<file path="src/rtl/window_line_buffer.sv">
// window_line_buffer: turns a raster-order 8-bit pixel stream into SIZE x SIZE neighbourhoods.
// SIZE-1 previous image lines are kept in line buffers. Each valid window is presented with a
// one-cycle start pulse. The stream then stalls until the downstream convolution reports done.
module window_line_buffer #(
    parameter int unsigned SIZE  = 3,
    parameter int unsigned IMG_W = 64,
    parameter int unsigned IMG_H = 64
) (
    input  logic                                   clk,
    input  logic                                   n_rst,
    input  logic [7:0]                             pixel_in,
    input  logic                                   pixel_valid,
    output logic                                   pixel_ready,
    output logic [SIZE-1:0][SIZE-1:0][7:0]         window,
    output logic                                   start,
    input  logic                                   compute_done,
    output logic [$clog2(IMG_W)-1:0]               win_x,
    output logic [$clog2(IMG_H)-1:0]               win_y,
    output logic                                   frame_done
);

    localparam int unsigned XW = $clog2(IMG_W);
    localparam int unsigned YW = $clog2(IMG_H);

    // Reject parameter sets the window geometry cannot support.
    if (SIZE < 2 || SIZE > 15 || SIZE > IMG_W || SIZE > IMG_H) begin : g_bad_params
        $error("window_line_buffer: SIZE must be 2..15 and fit inside the image");
    end

    typedef enum logic {
        StStream,
        StWaitDone
    } state_e;

    state_e                         state_q;
    logic [XW-1:0]                  col_q;
    logic [YW-1:0]                  row_q;
    logic                           start_q;
    logic                           frame_done_q;
    logic [XW-1:0]                  win_x_q;
    logic [YW-1:0]                  win_y_q;
    // Set when the pending window was produced by the last pixel of the frame.
    logic                           last_q;

    logic [SIZE-1:0][SIZE-1:0][7:0] window_d;
    logic [SIZE-1:0][SIZE-1:0][7:0] window_q;

    // lb_q[0] is the previous line, lb_q[SIZE-2] the oldest line. Contents are never reset.
    logic [7:0]                     lb_q [SIZE-1][IMG_W];

    logic                           accept;
    logic                           col_last;
    logic                           row_last;
    logic                           win_ok;

    // Ready only while streaming and never during the reset cycle.
    assign pixel_ready = (state_q == StStream) && !n_rst;
    assign accept      = pixel_valid && pixel_ready;

    // Position decode of the pixel being offered, compared at 32-bit unsigned width.
    assign col_last = (32'(col_q) == IMG_W - 1);
    assign row_last = (32'(row_q) == IMG_H - 1);
    assign win_ok   = (32'(row_q) >= SIZE - 1) && (32'(col_q) >= SIZE - 1);

    // Line buffers: push the accepted pixel into lb[0] and age each stored line by one slot.
    always_ff @(posedge clk) begin
        if (accept) begin
            lb_q[0][col_q] <= pixel_in;
            for (int k = 1; k < int'(SIZE) - 1; k++) begin
                lb_q[k][col_q] <= lb_q[k-1][col_q];
            end
        end
    end

    // Window next state: shift columns left and load the new rightmost column on accept.
    always_comb begin
        window_d = window_q;
        if (accept) begin
            for (int r = 0; r < int'(SIZE); r++) begin
                for (int c = 0; c < int'(SIZE) - 1; c++) begin
                    window_d[r][c] = window_q[r][c+1];
                end
            end
            // Top of the new column is the oldest stored line, bottom is the live pixel.
            for (int r = 0; r < int'(SIZE) - 1; r++) begin
                window_d[r][SIZE-1] = lb_q[int'(SIZE) - 2 - r][col_q];
            end
            window_d[SIZE-1][SIZE-1] = pixel_in;
        end
    end

    // Window register; no accepts happen in WAIT_DONE so it holds there on its own.
    always_ff @(posedge clk) begin
        if (n_rst) begin
            window_q <= '0;
        end else begin
            window_q <= window_d;
        end
    end

    // Control FSM with raster counters and registered start/frame_done/position outputs.
    always_ff @(posedge clk) begin
        if (n_rst) begin
            state_q      <= StStream;
            col_q        <= '0;
            row_q        <= '0;
            start_q      <= 1'b0;
            frame_done_q <= 1'b0;
            win_x_q      <= '0;
            win_y_q      <= '0;
            last_q       <= 1'b0;
        end else begin
            start_q      <= 1'b0;
            frame_done_q <= 1'b0;
            unique case (state_q)
                StStream: begin
                    if (accept) begin
                        if (col_last) begin
                            col_q <= '0;
                            row_q <= row_last ? '0 : row_q + YW'(1);
                        end else begin
                            col_q <= col_q + XW'(1);
                        end
                        if (win_ok) begin
                            start_q <= 1'b1;
                            win_x_q <= col_q - XW'(SIZE - 1);
                            win_y_q <= row_q - YW'(SIZE - 1);
                            last_q  <= col_last && row_last;
                            state_q <= StWaitDone;
                        end
                    end
                end
                StWaitDone: begin
                    if (compute_done) begin
                        frame_done_q <= last_q;
                        last_q       <= 1'b0;
                        state_q      <= StStream;
                    end
                end
                default: begin
                    state_q <= StStream;
                end
            endcase
        end
    end

    assign window     = window_q;
    assign start      = start_q;
    assign frame_done = frame_done_q;
    assign win_x      = win_x_q;
    assign win_y      = win_y_q;

endmodule

</file>
<file path="config.mk">
export PLATFORM = sky130hd
export DESIGN_NAME = window_line_buffer
export DESIGN_NICKNAME = d
export VERILOG_FILES = /design/src/rtl/window_line_buffer.sv
export SDC_FILE = /design/constraint.sdc
export NUM_CORES = 1
export LEC_CHECK = 0
export BUFFER_PORTS_ARGS = -buffer_cell sky130_fd_sc_hd__clkbuf_2
export CORE_ASPECT_RATIO = 1.75
export CORE_MARGIN = 1
export CORE_UTILIZATION = 51
export DETAILED_ROUTE_END_ITERATION = 7
export GPL_TIMING_DRIVEN = 0
export HOLD_SLACK_MARGIN = 0.05
export PLACE_DENSITY = 0.63
export SLEW_MARGIN = 20
export SYNTH_ARGS = -nofsm -noshare
export SYNTH_HDL_FRONTEND = slang
export SYNTH_SLANG_ARGS = --single-unit
</file>
<file path="constraint.sdc">
create_clock -name clk -period 12.2 [get_ports clk]
set_input_delay 2.44 -clock clk [delete_from_list [all_inputs] [get_ports clk]]
set_output_delay 2.44 -clock clk [all_outputs]
set_load 0.02 [all_outputs]
</file>
==> reports/results.txt, run 1 <==
Tmin final = 5.40 ns
RD Place Congestion = 1.04
Final Power = 7890 uW
Fin nets = 2599
PwrDens = 158 nW/um^2
Status = finished, final reports clean
Max FO, Critical Path = 6
Synth Warn # = 0
Top-area cell type share of the netlist area = 70.5%
PortBufs = 98
Post-Syn Instances = 2321
Post-CTS setup repair buffer count = 0
Die height = 389 um
Synthesized area = 43600 um^2
Final WL = 149000 um
Critical path's largest stage delay = 0.19 ns
FFs w/ async S/R, synth = 0%
Final worst slack = 6.80 ns
Post-DRT Antenna Nets = 0
Syn avg cell area = 18.8 um^2
Area contributors post-synth = edfxtp_1 (71%), mux4_2 (9.7%), dfxtp_1 (4.6%)
Yosys reg bits = 1124
Setup crit start kind = input pin
Hold Path Class = reg -> reg
Grt ovf = 0
H-tree levels = 3
Net count after synthesis = 2344
Worst VDD drop = 112 uV
Most frequent cell after synthesis = edfxtp_1
Net switching power figure = 1820 uW
Tot GR Track Use = 35.0%
First-pass GRT wire length = 201000 um
Reg power frac = 54.1%
Initial antenna violation count = 6
Vias in the first global route = 24700
WP buf/inv = 2
Data required time at the worst endpoint = 9.76 ns
Switching power share of the total = 23.1%
Core area = 84500 um^2
Post-Place Worst Slack = 6.26 ns
CP most frequent cell = clkbuf_2
Final Cycle Share = 44.3%
Endpoints failing setup = 0
Largest net degree at the start of global routing = 66
P&R area growth vs syn = 14.6%
Reg clk slew, reported paths = 0.06 ns
Skew final = 0.0308 ns
Via count = 25000
Worst Path Arrival = 2.96 ns
DP HPWL = 102000 um
Root Driver = clkbuf_16
Resized Gates After CTS = 0
Slowest cell on crit path = clkbuf_2
Synth area leader = edfxtp_1
Clk buf depth = 3
Worst setup path class = in -> out
Slew HR = 14.6%
Layout fillers = 6165
CTS tree = done
Register area share after synthesis = 75.1%
Worst setup EP type = output port
RSZ-0062 raised after global routing = no
CP cell instances = clkbuf_2 > nor2_1 > clkbuf_2
CTS Hold Bufs = 0
CTS Sinks = 1124
Distinct cell type count after synthesis = 64
I/O pin cnt = 99
Fmax = 0.185 GHz
Remaining DRCs = 0
TritonCTS Buffers = 96
Clock share of power = 39.0%
Leakage power = 0.0157 uW
Starting density of the core = 51.6%
Final hold viol count = 0
Via/cell ratio = 6.69
Maxcap violations = 0
Die Width = 223 um
Comb power frac = 6.9%
Setup TNS Final = 0 ns
Routed len/inst = 39.9 um
Post-route cell area = 50000 um^2
Max-slew violations = 0
Row count = 141
Dominant synthesized flop cell = edfxtp_1
Total Die Area = 86700 um^2
Worst slew pin tran = 1.28 ns
Internal power = 6060 uW
First drt pass iteration count = 7
Share of layout cells above drive strength 1 = 25.0%
Worst path top cell family by delay = buffers and inverters
1st-iter DRT viols = 3119
Post-synth EDFFs = 1024
Top cells by count, synth = edfxtp_1 (1024), mux4_2 (187), mux2i_1 (147)
Clock Latency Late Sink = 0.73 ns
Placed cell area = 46900 um^2
Hold slack = 0.475 ns
==> flip-flops by register name (all words and copies together) (netlist names) <==
signal      cells
last_q          1
col_q           6
win_y           6
row_q           6
start           1
window         72
state_q         1
lb_q         1024
win_x           6
frame_done      1
==> metal layers <==
| layer | GRT usage (%) | share of wire, % | vias to the layer above |
|---|---|---|---|
| li1 | - | - | 9853 |
| met1 | 39.4 | 32 | 12900 |
| met2 | 56.8 | 48 | 1662 |
| met3 | 7.55 | 9.5 | 493 |
| met4 | 29.6 | 11 | 8 |
| met5 | 0 | 0.038 | - |
==> cells in the final DEF (no fill, tap or decap), drive strengths merged, types with 17 or more instances in the layout <==
cell type | Yosys | routed
a211oi | 25 | 25
a21oi | 32 | 32
a22oi | 49 | 49
buf | 83 | 140
clkbuf | 45 | 260
clkinv | 2 | 46
dfxtp | 100 | 100
edfxtp | 1024 | 1024
mux2i | 147 | 147
mux4 | 191 | 191
nand2 | 126 | 126
nand2b | 61 | 61
nand3 | 34 | 34
nor2 | 113 | 113
nor2b | 22 | 22
nor3 | 17 | 17
o21ai | 65 | 65
o22ai | 17 | 17
==> metrics by stage <==
| step | utilization [%] | std cells |
|---|---|---|
| after global placement | 53.8 | 3491 |
| after global routing | 59.1 | 3729 |
| after floorplan | - | 2321 |
| final | 59.1 | 3730 |
| after detailed placement | 55.5 | 3549 |
| after CTS | 59.1 | 3728 |
==> worst reg2reg max path: cells and delay by family (launching register included) <==
family / cells / cell delay (ns)
multiplexers: 1 / 0.46
flip-flops: 1 / 0.56
AO/OA/AOI/OAI: 4 / 1.60
buffers and inverters: 7 / 2.27
==> final cells by class <==
type	instances	area, um^2	share of cell area [%]
sequential	1124	32800	65.5
multi-input combinational	1060	10500	20.9
clock buffer	116	2580	5.17
antenna	1	2.50	0.00501
timing repair buffer	157	1480	2.96
inverter	9	33.8	0.0676
clock inverter	63	502	1.00
buffer	128	816	1.63
tap	1072	1340	2.68
==> path summary, 6_finish.rpt <==
check	startpoint	to	slack (ns)	cells after the start
max	n_rst	pixel_ready	6.80	3
min	window[28]	window[28]	0.48	2
max reg2reg	col_q[1]	lb_q[0][835]	7.04	12
min reg2reg	window[28]	window[28]	0.48	2
==> cell families after synthesis <==
group / count (synthesis) / synth area share (%)
AO/OA/AOI/OAI: 268 / 4.21
XOR/XNOR: 14 / 0.281
adder cells (fa/ha/maj): 11 / 0.316
buffers and inverters: 137 / 1.95
flip-flops: 1124 / 75.1
multiplexers: 349 / 13.6
AND/OR/NAND/NOR: 418 / 4.57
==> power groups by stage <==
| stage | clock network (uW) | registers [uW] | logic (uW) |
|---|---|---|---|
| after global placement | 0 | 4360 | 481 |
| after detailed placement | 0 | 4350 | 529 |
| after CTS | 3080 | 4270 | 529 |
| final | 3080 | 4270 | 542 |
| after floorplan | 0 | 4370 | 238 |
| after global routing | 3210 | 4270 | 551 |
(Power assumes the default switching activity.)
==> run 2: changes to the inputs <==
--- a/config.mk
+++ b/config.mk
@@ -12,7 +12,7 @@
 export DETAILED_ROUTE_END_ITERATION = 7
 export GPL_TIMING_DRIVEN = 0
 export HOLD_SLACK_MARGIN = 0.05
-export PLACE_DENSITY = 0.63
+export PLACE_DENSITY = 0.66
 export SLEW_MARGIN = 20
 export SYNTH_ARGS = -nofsm -noshare
 export SYNTH_HDL_FRONTEND = slang
==> constraint.sdc (replaced) <==
create_clock -name clk -period 4.9 [get_ports clk]
set_input_delay 0.98 -clock clk [delete_from_list [all_inputs] [get_ports clk]]
set_output_delay 0.98 -clock clk [all_outputs]
set_load 0.02 [all_outputs]
==> run 2 against run 1 <==
Compared with the run above:
- worst hold slack about the same
- cell count is 0.16% lower
- combinational power is 150% higher
==> reports/results.txt, run 2 (synthesized netlist as in run 1, its figures left out) <==
Remaining DRCs = 0 (unchanged)
Die Width = 223 um (unchanged)
Maxcap violations = 0 (unchanged)
Max-slew violations = 0 (unchanged)
TritonCTS Buffers = 95 (-1.0%)
Final Cycle Share = 100%
Slew HR = 12.2% (-2.4 points)
Total Die Area = 86700 um^2 (unchanged)
Via/cell ratio = 6.68 (-0.21%)
Initial antenna violation count = 5 (-1)
First-pass GRT wire length = 201000 um (about the same)
Die height = 389 um (unchanged)
Reg-to-Reg End = window[18]
Layout fillers = 6118 (-0.76%)
Comb power frac = 6.8% (about the same)
Worst Path Arrival = 5.46 ns (+2.50 ns)
Reg with most FFs = lb_q
Clk buf depth = 3 (unchanged)
Leakage power = 0.0157 uW (about the same)
DP HPWL = 102000 um (+0.52%)
Row count = 141 (unchanged)
Max FFs per register = 1024 (unchanged)
Worst hold stages = 2 (unchanged)
Status = finished, final reports clean
1st-iter DRT viols = 3320 (+6.4%)
Internal power = 15300 uW (+150%)
Setup crit start kind = flip-flop
WP buf/inv = 4 (+2)
First drt pass iteration count = 5 (-2)
Area occupied by multi-input gates = 10500 um^2 (+0.12%)
FF-to-FF Start = col_q[3]
Worst path top cell family by delay = buffers and inverters
PwrDens = 396 nW/um^2 (+150%)
CP most frequent cell = buf_2
PortBufs = 98 (unchanged)
Reg power frac = 53.8% (-0.3 points)
Sequential cell area = 32800 um^2 (unchanged)
Largest net degree at the start of global routing = 66 (unchanged)
Commonest non-fill, non-tap cell in the layout = edfxtp_1
Finished Core Util = 59.1% (-0.079 points)
Switching power share of the total = 22.7% (-0.42 points)
DR WL met3 = 13200 um (-6.7%)
RD Place Congestion = 1.01 (-2.5%)
Hold endpoint = window[31]
CTS tree = done
Worst-case reg-to-reg path depth = 9 (-3)
Fin nets = 2593 (-0.23%)
Clock Latency Late Sink = 0.72 ns (about the same)
Root Driver = clkbuf_16
Slowest cell on crit path = o22ai_1
Net switching power figure = 4480 uW (+150%)
CTS Hold Bufs = 0 (unchanged)
Clock share of power = 39.4% (+0.4 points)
Worst VDD drop = 269 uV (+140%)
CTS Sinks = 1124 (unchanged)
Worst slew pin tran = 1.32 ns (+0.0366 ns)
Skew final = 0.0304 ns (-0.000430 ns)
Most frequent cells in the layout = edfxtp_1 (1024), mux4_2 (187), mux2i_1 (147)
Max Used Layer = met5
P&R area growth vs syn = 14.4%
Final WL = 149000 um (-0.18%)
Endpoints failing setup = 0 (unchanged)
Register-to-register setup slack = 0.001 ns (-7.04 ns)
Starting density of the core = 51.6% (unchanged)
Core area = 84500 um^2 (unchanged)
Grt ovf = 0 (unchanged)
Share of layout cells above drive strength 1 = 25.3% (+0.27 points)
Fmax = 0.204 GHz
Critical path's largest stage delay = 0.93 ns (+0.74 ns)
Final hold viol count = 0 (unchanged)
I/O pin cnt = 99 (unchanged)
Via count = 24900 (-0.37%)
CP cell instances = buf_4 > buf_2 > buf_2 > buf_2 > nand2_1 > o22ai_1 > a2111oi_0 > nor3_1 > nor2_1
Reg clk slew, reported paths = 0.07 ns (about the same)
M1 wire length = 48200 um (+1.2%)
Tot GR Track Use = 34.9% (about the same)
RSZ-0062 raised after global routing = no
Hold Path Class = reg -> reg
Worst setup EP type = flip-flop
Worst setup path class = reg -> reg
Max FO, Critical Path = 10 (+4)
WL met2 = 72100 um (+1.1%)
Vias in the first global route = 24800 (+0.31%)
Post-DRT Antenna Nets = 0 (unchanged)
Data required time at the worst endpoint = 5.46 ns (-4.30 ns)
H-tree levels = 3 (unchanged)
Routed len/inst = 39.9 um (about the same)
Setup TNS Final = 0 ns (unchanged)
Hold_sp = window[31]
Tmin final = 4.90 ns
Number of cells on the critical path = 9 (+6)
-- run 2: changes by cell type in the layout (fill, tap and decap cells not counted), moves of 4 or more --
cell      delta
clkinv_2     +4
buf_16       -5
clkbuf_8     +4
buf_6        +4
clkinv_1     -5
clkbuf_1     -6
-- run 2: worst min-delay path: stages (launching register included) --
cell	delay, ns
dfxtp_1	0.31
nand2b_1	0.06
o21ai_0	0.06
-- run 2: layout make-up --
class                      instances  area share, %
tap                             1072           2.69
inverter                           9         0.0677
timing repair buffer             152           2.64
buffer                           128           1.64
multi-input combinational       1060           21.0
sequential                      1124           65.6
clock inverter                    57           1.01
antenna                            4         0.0201
clock buffer                     118           5.32
-- run 2: through the flow --
stage | setup slack, ns | cell area, um^2 | std cells | hold slack, ns | total power (uW)
2_1_floorplan | 0.915 | 43600 | 2321 | 0.479 | 11500
3_3_place_gp | -3.75 | 45400 | 3491 | 0.462 | 12100
3_5_place_dp | 0.0350 | 46700 | 3544 | 0.467 | 12100
4_1_cts | 0.0284 | 49900 | 3719 | 0.477 | 19700
5_1_grt | 0.105 | 49900 | 3720 | 0.501 | 20100
6_report | 0.00117 | 49900 | 3724 | 0.475 | 19800
-- run 2: metal layers --
metal	up-vias	global-route usage [%]
met5	-	0
met4	4	29.3
met3	476	6.79
met2	1697	57.1
met1	12800	39.7
li1	9848	-
-- run 2: power by group through the flow --
stage / Clock, uW / Sequential (uW) / Combinational (uW)
final: 7790 / 10600 / 1340
after detailed placement: 0 / 10800 / 1310
after CTS: 7800 / 10600 / 1310
after global routing: 8140 / 10600 / 1360
after floorplan: 0 / 10900 / 592
after global placement: 0 / 10900 / 1200
-- run 2: repair_timing --
| action | CTS | global route |
|---|---|---|
| hold endpoints to repair | 0 | 0 |
| gates resized for setup | 0 | 1 |
| setup buffers | 0 | 0 |
| setup endpoints to repair | 0 | 1 |
-- run 2: how the worst max path moves through the flow --
stage | startpoint | to | slack, ns
global placement | col_q[0] | lb_q[0][925] | -3.75
detailed placement | col_q[2] | window[18] | 0.03
floorplan | col_q[1] | lb_q[0][1005] | 0.91
CTS | col_q[2] | window[18] | 0.03
global route | col_q[4] | lb_q[0][543] | 0.10
finish | col_q[3] | window[18] | 0.001
